**src/rtl/rd_req_arbiter_pkg.sv**
```systemverilog
`default_nettype none
// ============================================================================
// Module  : rd_arb_pkg
// Brief   : Shared types and helpers for the per-master read-request arbiter.
// Revision: 1.0 - initial release
// ============================================================================
package rd_arb_pkg;

  localparam int NREQ = 2;

  typedef enum logic [2:0] {
    ARB  = 3'd0,
    POP  = 3'd1,
    LOAD = 3'd2,
    REQ  = 3'd3,
    RESP = 3'd4,
    RET  = 3'd5
  } State_e;

  function automatic logic [NREQ-1:0] grant_onehot(input logic g);
    logic [NREQ-1:0] v;
    v    = '0;
    v[g] = 1'b1;
    return v;
  endfunction

endpackage
`default_nettype wire

```
**src/rtl/rd_req_arbiter_if.sv**
```systemverilog
`default_nettype none
// ============================================================================
// Module  : rd_req_arbiter_if
// Brief   : Master-port read handshake (req/ack, resp/rdata) bundle.
// Revision: 1.0 - initial release
// ============================================================================
interface rd_req_arbiter_if #(
  parameter int AWIDTH = 32,
  parameter int DWIDTH = 32
) ();
  logic              m_req;
  logic [AWIDTH-1:0] m_addr;
  logic              m_cmd;
  logic              m_ack;
  logic              m_resp;
  logic [DWIDTH-1:0] m_rdata;

  modport master (output m_req, m_addr, m_cmd, input  m_ack, m_resp, m_rdata);
  modport slave  (input  m_req, m_addr, m_cmd, output m_ack, m_resp, m_rdata);
endinterface
`default_nettype wire

```
**src/rtl/rd_req_arbiter_rr.sv**
```systemverilog
`default_nettype none
// ============================================================================
// Module  : rr_arbiter_2
// Brief   : Two-way round-robin pick; pointer remembers the last grant.
// Revision: 1.0 - initial release
// ============================================================================
module rr_arbiter_2
  import rd_arb_pkg::*;
(
  input  wire logic            aclk,
  input  wire logic            aresetn,
  input  wire logic [NREQ-1:0] req,
  input  wire logic            grant_en,
  output logic                 grant
);

  logic r_ptr;

  // With a single requester the pointer is irrelevant; with both, the other side wins.
  always_comb begin
    grant = ~r_ptr;
    case (req)
      2'b01:   grant = 1'b0;
      2'b10:   grant = 1'b1;
      default: grant = ~r_ptr;
    endcase
  end

  always_ff @(posedge aclk or negedge aresetn) begin
    if (!aresetn) begin
      r_ptr <= 1'b1;
    end else if (grant_en) begin
      r_ptr <= grant;
    end
  end

endmodule
`default_nettype wire

```
**src/rtl/rd_req_arbiter.sv**
```systemverilog
`default_nettype none
// ============================================================================
// Module  : rd_req_arbiter
// Brief   : Round-robin read scheduler, one outstanding read per master port.
// Revision: 1.0 - initial release
// ============================================================================
module rd_req_arbiter
  import rd_arb_pkg::*;
#(
  parameter int AWIDTH  = 32,
  parameter int DWIDTH  = 32,
  parameter int TIMEOUT = 15
) (
  input  wire logic              aclk,
  input  wire logic              aresetn,
  input  wire logic [NREQ-1:0]   fifo_empty,
  output logic      [NREQ-1:0]   fifo_rden,
  input  wire logic [AWIDTH-1:0] fifo_dout_0,
  input  wire logic [AWIDTH-1:0] fifo_dout_1,
  rd_req_arbiter_if.master       mbus,
  output logic      [DWIDTH-1:0] s_rdata,
  output logic      [NREQ-1:0]   s_resp,
  output logic      [NREQ-1:0]   s_err,
  output logic                   busy
);

  localparam int              c_TW    = $clog2(TIMEOUT + 1);
  localparam logic [c_TW-1:0] c_TLAST = c_TW'(TIMEOUT - 1);

  State_e            r_state;
  State_e            w_next;
  logic              r_grant;
  logic              w_rr_grant;
  logic              w_grant_en;
  logic [NREQ-1:0]   w_req;
  logic [c_TW-1:0]   r_timer;
  logic              w_timeout;
  logic [AWIDTH-1:0] r_m_addr;
  logic [DWIDTH-1:0] r_s_rdata;
  logic [NREQ-1:0]   r_s_err;

  assign w_req      = ~fifo_empty;
  assign w_grant_en = (r_state == ARB) && (|w_req);
  assign w_timeout  = (r_state == RESP) && !mbus.m_resp && (r_timer == c_TLAST);

  rr_arbiter_2 u_rr (
    .aclk     (aclk),
    .aresetn  (aresetn),
    .req      (w_req),
    .grant_en (w_grant_en),
    .grant    (w_rr_grant)
  );

  always_ff @(posedge aclk or negedge aresetn) begin
    if (!aresetn) begin
      r_state <= ARB;
    end else begin
      r_state <= w_next;
    end
  end

  always_comb begin
    w_next = r_state;
    case (r_state)
      ARB:     if (|w_req) w_next = POP;
      POP:     w_next = LOAD;
      LOAD:    w_next = REQ;
      REQ:     if (mbus.m_ack) w_next = RESP;
      RESP: begin
        if (mbus.m_resp)    w_next = RET;
        else if (w_timeout) w_next = ARB;
      end
      RET:     w_next = ARB;
      default: w_next = ARB;
    endcase
  end

  always_ff @(posedge aclk or negedge aresetn) begin
    if (!aresetn) begin
      r_grant   <= 1'b0;
      r_m_addr  <= '0;
      r_timer   <= '0;
      r_s_rdata <= '0;
      r_s_err   <= '0;
    end else begin
      if (w_grant_en) r_grant <= w_rr_grant;
      if (r_state == LOAD) r_m_addr <= r_grant ? fifo_dout_1 : fifo_dout_0;
      // Timer restarts on each RESP entry and saturates rather than wrapping.
      if ((r_state == REQ) && mbus.m_ack) begin
        r_timer <= '0;
      end else if ((r_state == RESP) && (r_timer != c_TLAST)) begin
        r_timer <= r_timer + 1'b1;
      end
      if ((r_state == RESP) && mbus.m_resp) r_s_rdata <= mbus.m_rdata;
      r_s_err <= w_timeout ? grant_onehot(r_grant) : '0;
    end
  end

  assign fifo_rden   = (r_state == POP) ? grant_onehot(r_grant) : '0;
  assign s_resp      = (r_state == RET) ? grant_onehot(r_grant) : '0;
  assign s_err       = r_s_err;
  assign s_rdata     = r_s_rdata;
  assign busy        = (r_state != ARB);
  assign mbus.m_req  = (r_state == REQ);
  assign mbus.m_addr = r_m_addr;
  assign mbus.m_cmd  = 1'b0;

endmodule
`default_nettype wire

```
**src/flat_wrapper.sv**
```systemverilog
// flat-port wrapper written by rule: the top's interface ports become plain ports
module rd_req_arbiter_flat import rd_arb_pkg::*;
#(
  parameter int AWIDTH  = 32,
  parameter int DWIDTH  = 32,
  parameter int TIMEOUT = 15
)
  (aclk, aresetn, fifo_empty, fifo_rden, fifo_dout_0, fifo_dout_1, s_rdata, s_resp, s_err, busy, mbus_m_req, mbus_m_addr, mbus_m_cmd, mbus_m_ack, mbus_m_resp, mbus_m_rdata);
  rd_req_arbiter_if #(.AWIDTH(AWIDTH), .DWIDTH(DWIDTH)) mbus_i ();
  input  wire logic aclk;
  input  wire logic aresetn;
  input  wire logic [NREQ-1:0] fifo_empty;
  output logic      [NREQ-1:0] fifo_rden;
  input  wire logic [AWIDTH-1:0] fifo_dout_0;
  input  wire logic [AWIDTH-1:0] fifo_dout_1;
  output logic      [DWIDTH-1:0] s_rdata;
  output logic      [NREQ-1:0] s_resp;
  output logic      [NREQ-1:0] s_err;
  output logic busy;
  output wire logic [$bits(mbus_i.m_req)-1:0] mbus_m_req;
  output wire logic [$bits(mbus_i.m_addr)-1:0] mbus_m_addr;
  output wire logic [$bits(mbus_i.m_cmd)-1:0] mbus_m_cmd;
  input wire logic [$bits(mbus_i.m_ack)-1:0] mbus_m_ack;
  input wire logic [$bits(mbus_i.m_resp)-1:0] mbus_m_resp;
  input wire logic [$bits(mbus_i.m_rdata)-1:0] mbus_m_rdata;
  assign mbus_m_req = mbus_i.m_req;
  assign mbus_m_addr = mbus_i.m_addr;
  assign mbus_m_cmd = mbus_i.m_cmd;
  assign mbus_i.m_ack = mbus_m_ack;
  assign mbus_i.m_resp = mbus_m_resp;
  assign mbus_i.m_rdata = mbus_m_rdata;
  rd_req_arbiter #(.AWIDTH(AWIDTH), .DWIDTH(DWIDTH), .TIMEOUT(TIMEOUT)) u_core (.aclk(aclk), .aresetn(aresetn), .fifo_empty(fifo_empty), .fifo_rden(fifo_rden), .fifo_dout_0(fifo_dout_0), .fifo_dout_1(fifo_dout_1), .mbus(mbus_i), .s_rdata(s_rdata), .s_resp(s_resp), .s_err(s_err), .busy(busy));
endmodule
```
**config.mk**
```make
export PLATFORM = sky130hd
export DESIGN_NAME = rd_req_arbiter_flat
export DESIGN_NICKNAME = d
export VERILOG_FILES = /design/src/rtl/rd_req_arbiter_pkg.sv /design/src/rtl/rd_req_arbiter_if.sv /design/src/rtl/rd_req_arbiter_rr.sv /design/src/rtl/rd_req_arbiter.sv /design/src/flat_wrapper.sv
export SDC_FILE = /design/constraint.sdc
export NUM_CORES = 1
export LEC_CHECK = 0
export CORE_UTILIZATION = 39
export CTS_CLUSTER_DIAMETER = 60
export DETAILED_ROUTE_END_ITERATION = 8
export HOLD_SLACK_MARGIN = 0.06
export PLACE_DENSITY = 0.78
export SLEW_MARGIN = 20
export SYNTH_ARGS = -nofsm -noshare
export SYNTH_HDL_FRONTEND = slang
export SYNTH_SLANG_ARGS = --single-unit
```
**constraint.sdc**
```tcl
create_clock -name aclk -period 2.17 [get_ports aclk]
set_input_delay 0.5425 -clock aclk [delete_from_list [all_inputs] [get_ports aclk]]
set_output_delay 0.5425 -clock aclk [all_outputs]
set_load 0.005 [all_outputs]
```
* Word level (Yosys, flattened, before mapping)
Index checks and enable logic that the tools add are counted.
** Cells by class
- Add/sub/neg operators :: 1
- $lt $le $gt $ge :: 2
- Equality and inequality tests :: 12
- Multiplexer cells :: 14
- Bitwise operators :: 2
- Reductions and logical operators :: 13
** Operators with widths (number)
- $mux W32 :: 1
- $pmux W3 S5 :: 1
- $mux W3 :: 4
- $mux W4 :: 2
- $logic_and A1 B1 Y1 :: 7
- $eq A3 B2 Y1 const B :: 2
- $eq A3 B3 Y1 const B :: 2
- $mux W2 :: 3
- $add A4 B1 Y4 const B :: 1
- $eq A4 B4 Y1 const B :: 1
- $ne A4 B4 Y1 const B :: 1
- $eq A3 B1 Y1 const B :: 1
- $logic_not A3 Y1 :: 1
- $ne A3 B2 Y1 const B :: 1
- $reduce_and A3 Y1 :: 1
- $reduce_bool A3 Y1 :: 1
- $eq A2 B1 Y1 const B :: 1
- $eq A2 B2 Y1 const B :: 1
- $lt A1 B2 Y1 const B :: 1
- $ne A2 B1 Y1 const B :: 1
- $ne A2 B2 Y1 const B :: 1
- $not A2 Y2 :: 1
- $pmux W1 S2 :: 1
- $reduce_bool A2 Y1 :: 1
- 6 further kinds :: 6
** Storage, ports and cells
- Flip-flop bits (word level) :: 75
- Input bits :: 102
- Output and inout bits :: 73
- Word-level logic and storage cells :: 51

* Longest topological paths before layout
- Depth in word-level cells :: 6
- Depth in mapped cells :: 6
- Mapped depth without buffers :: 5

* Cells and area by module
From an unflattened synthesis, not the netlist that was laid out.
** Unflattened totals
- Cells, all modules :: 276
- Area, all modules :: 3303.2 µm²
** By module, submodules not included
- rd_req_arbiter :: instances 1, cells an instance 267, area an instance 3216.8 µm², seq. area each 1851.8 µm²
- rr_arbiter_2 :: instances 1, cells an instance 9, area an instance 86.3 µm², seq. area each 26.3 µm²

* Worst setup path before layout
Ideal clock, no wire load.
- Path kind :: register to output
- Start :: register u_core.r_state[0]
- End :: output port busy
- Data arrival time :: 1.035 ns
- Required time :: 1.627 ns
- Setup slack :: 0.592 ns
- Stages on the path, launching flop included :: 3
- Path buffers :: 1
- Path through :: dfrtp_1 clkbuf_1 or3_2
** Between the ends
- Longest elaborated chain between the ends :: 1
** Ends and longest elaborated chain
- from (decl) :: RTL line rd_req_arbiter.sv:30 : State_e r_state;
- from (signal assigned) :: RTL line rd_req_arbiter.sv:58 : r_state <= w_next;
- $reduce_bool A3 Y1 :: RTL line rd_req_arbiter.sv:103 : assign busy = (r_state != ARB);
- to (decl) :: RTL line flat_wrapper.sv:19 : output logic busy;
No other way between the ends.

* Worst setup path in the final report
- Start :: register u_core.r_state[1]
- End :: output port busy
The elaborated chain is that of the path after synthesis.

==> flow_summary_export.csv <==
group,metric,value,unit
status,run_status,"finished clean",
power,power_frac_clock,0.161,
yosys,yosys.area.top_type,"dfrtp_1",
final_layout,layout-drive-gt1-share,0.161,
power,seqPwrFrac,0.352,
route,vias_per_cell,4.82,
route,vias,2748,
worst_setup_path,crit_path_start_kind,"register",
yosys,async_reset_ff_frac,1.00,
yosys,synth_cells,277,
worst_setup_path,critPathKind,"reg -> out",
yosys,yosys-top-cells-area,"dfrtp_1 (56%), mux2_2 (11%), mux2i_1 (10%)",
sta,min_period_over_period,0.980,
clock_network,cts-root-buf,"clkbuf_8",
sta,tightest_slew,0.518,ns
route,wl_per_cell,14.9,µm
power,leakagePower,2.41,nW
power,power_density,1280,nW/µm²
worst_setup_path,required,1.63,ns
global_route,grt_pass1_vias,2710,
clock_network,numCtsBuffers,9,
route,drc,0,
route,postRouteAntennaNets,0,
yosys,yosysSeqAreaShare,0.569,
worst_setup_path,path_max_fanout,7,
clock_network,htree_num_levels,3,
hold_path,hp-class,"in -> async",
clock_network,cts_hold_buffers,0,
global_route,antenna_found_initial,0,
sta,slew-limit-headroom,0.654,
yosys,syn_nets,383,
final_layout,area_delta_synth_final,65.4,%
clock_network,clk_path_buf_depth,2,
yosys,synth_cell_types,35,
clock_network,path_clk_slew,0.07,ns
sta,setup_tns,0,ns
yosys,syn-cell-area,3300,µm²
placed_design,pre_cts_ws,0.166,ns
die,die_h,94.0,µm
sta,layout_setup_ws,0.0435,ns
power,ir_drop,659,µV
route,first_iter_violations,39,
route,first_pass_iters,4,
yosys,synth_common_cells,"dfrtp_1 (74), a21oi_1 (36), nor2_1 (36)",
placed_design,portBuffers,173,
final_layout,diodes,0,
placed_design,hpwl,6.23,mm
power,comb_power_share,0.487,
global_route,gr-usage-all-layers,0.187,
yosys,synth_edf_count,0,
yosys,yosysMostFrequentCell,"dfrtp_1",
yosys,synth_area_per_cell,11.9,µm²
clock_network,tritoncts,"built",
die,ios,175,
die,fp.dieW,94.0,µm
die,die-area,8840,µm²
global_route,grt_overflow,0,
die,core,8220,µm²
yosys,synth_top_area_frac,0.561,
route,routed_wl,8.48,mm
global_route,grt_pass1_wl,12.7,mm
die,core.rowCount,33,
sta,layout_min_cycle_time,2.13,ns
power,switching_share,0.312,
worst_setup_path,cp.arrival,1.58,ns
power,power.switching,0.00218,W
sta,finalSetupViolCount,0,
placed_design,gp_congestion,0.816,
final_layout,nets,566,
yosys,ys_ff_latch,75,
clock_network,cts_sinks,75,
die,initial_core_util,0.402,
global_route,grt_max_degree,61,
power,p_int,0.00480,W
sta,hold_violations,0,
clock_network,insertion_delay,0.33,ns
sta,skew,0.00994,ns
yosys,ys.flop_type,"dfrtp_1",
worst_setup_path,crit_path_end_kind,"primary output",
yosys,yosys_warnings,0,
sta,drv_slew,0,
sta,fmax,470,MHz
worst_setup_path,regToRegSetupSlack,0.26,ns
job,cap_violations,0,
## placed cells by master (no fill, tap or decap), types with 3 or more instances in the layout
cell / n
clkdlybuf4s50_1: 167
dfrtp_2: 3
dfrtp_1: 71
buf_12: 3
a21oi_1: 36
buf_4: 14
nand3_1: 4
o21ai_0: 5
mux2_2: 32
nor2_1: 36
mux2i_1: 34
inv_1: 4
nand2_1: 3
ha_1: 4
clkbuf_8: 9
## layer usage
| layer | global-route usage | up-vias | share of wire |
|---|---|---|---|
| li1 | - | 1325 | - |
| met1 | 0.213 | 1286 | 0.39 |
| met2 | 0.328 | 123 | 0.50 |
| met3 | 0.0583 | 14 | 0.095 |
| met4 | 0.0667 | 0 | 0.017 |
| met5 | 0 | - | 0 |
## cell families after synthesis
kind of cell               synth area share
muxes                                 0.212
DFF                                   0.569
adders and majority gates            0.0152
buffers and inverters                0.0372
and+or+nand+nor                      0.0948
other                               0.00114
AOI/OAI and AO/OA                    0.0705
## power groups by stage
stage	clock [W]	combinational, W	sequential [W]
final	0.00113	0.00340	0.00245
after global routing	0.00122	0.00370	0.00255
after CTS	0.00117	0.00334	0.00246
after detailed placement	0	0.00322	0.00252
after global placement	0	0.00313	0.00246
after floorplan	0	0.00144	0.00246
## registers in the layout, summed over array words and instances, names as in the netlist
register            cells
u_core.r_state          3
u_core.r_timer          4
u_core.mbus.m_addr     32
u_core.r_grant          1
u_core.s_err            2
u_core.s_rdata         32
u_core.u_rr.r_ptr       1
## worst max-delay path, cell delays in order, from the launching register on
cell and delay, ns:
dfrtp_2 0.47, buf_4 0.16, or3_2 0.42, clkdlybuf4s15_1 0.22
## area by class of cell
class	count	area [µm²]
multi-input cells	178	1310
well taps	105	131
fillers	637	2760
clock buffers	11	131
repair buffers	191	1910
clock inverters	5	77.6
flip-flops and latches	75	1880
inverters	5	18.8
## what timing repair did
| item | in CTS | in global routing |
|---|---|---|
| setup buffers | 6 | 6 |
| pin swaps | 0 | 0 |
| resized for setup | 5 | 6 |
| setup endpoints to repair | 6 | 3 |
## path summary, 6_finish.rpt
| kind | from | end | depth (start not counted) |
|---|---|---|---|
| min | aresetn | u_core.s_err[0] | 1 |
| max | u_core.r_state[1] | busy | 3 |
| max in group asynchronous | aresetn | u_core.mbus.m_addr[7] | 2 |
| min in group aclk | u_core.s_rdata[10] | u_core.s_rdata[10] | 1 |
| max reg2reg | u_core.r_state[0] | u_core.s_rdata[8] | 6 |
| min reg2reg | u_core.s_rdata[10] | u_core.s_rdata[10] | 1 |
## metrics by stage
stage          cells  hold slack (ns)  area [µm²]  total power (W)  utilization
2_1_floorplan    277            0.247        3300          0.00390            -
3_3_place_gp     542            0.489        5150          0.00559        0.626
3_5_place_dp     542            0.494        5150          0.00574        0.626
4_1_cts          564            0.177        5400          0.00696        0.657
5_1_grt          570            0.203        5460          0.00747        0.664
6_report         570            0.175        5460          0.00697        0.664
No activity file was read; power rests on OpenSTA's default activity.
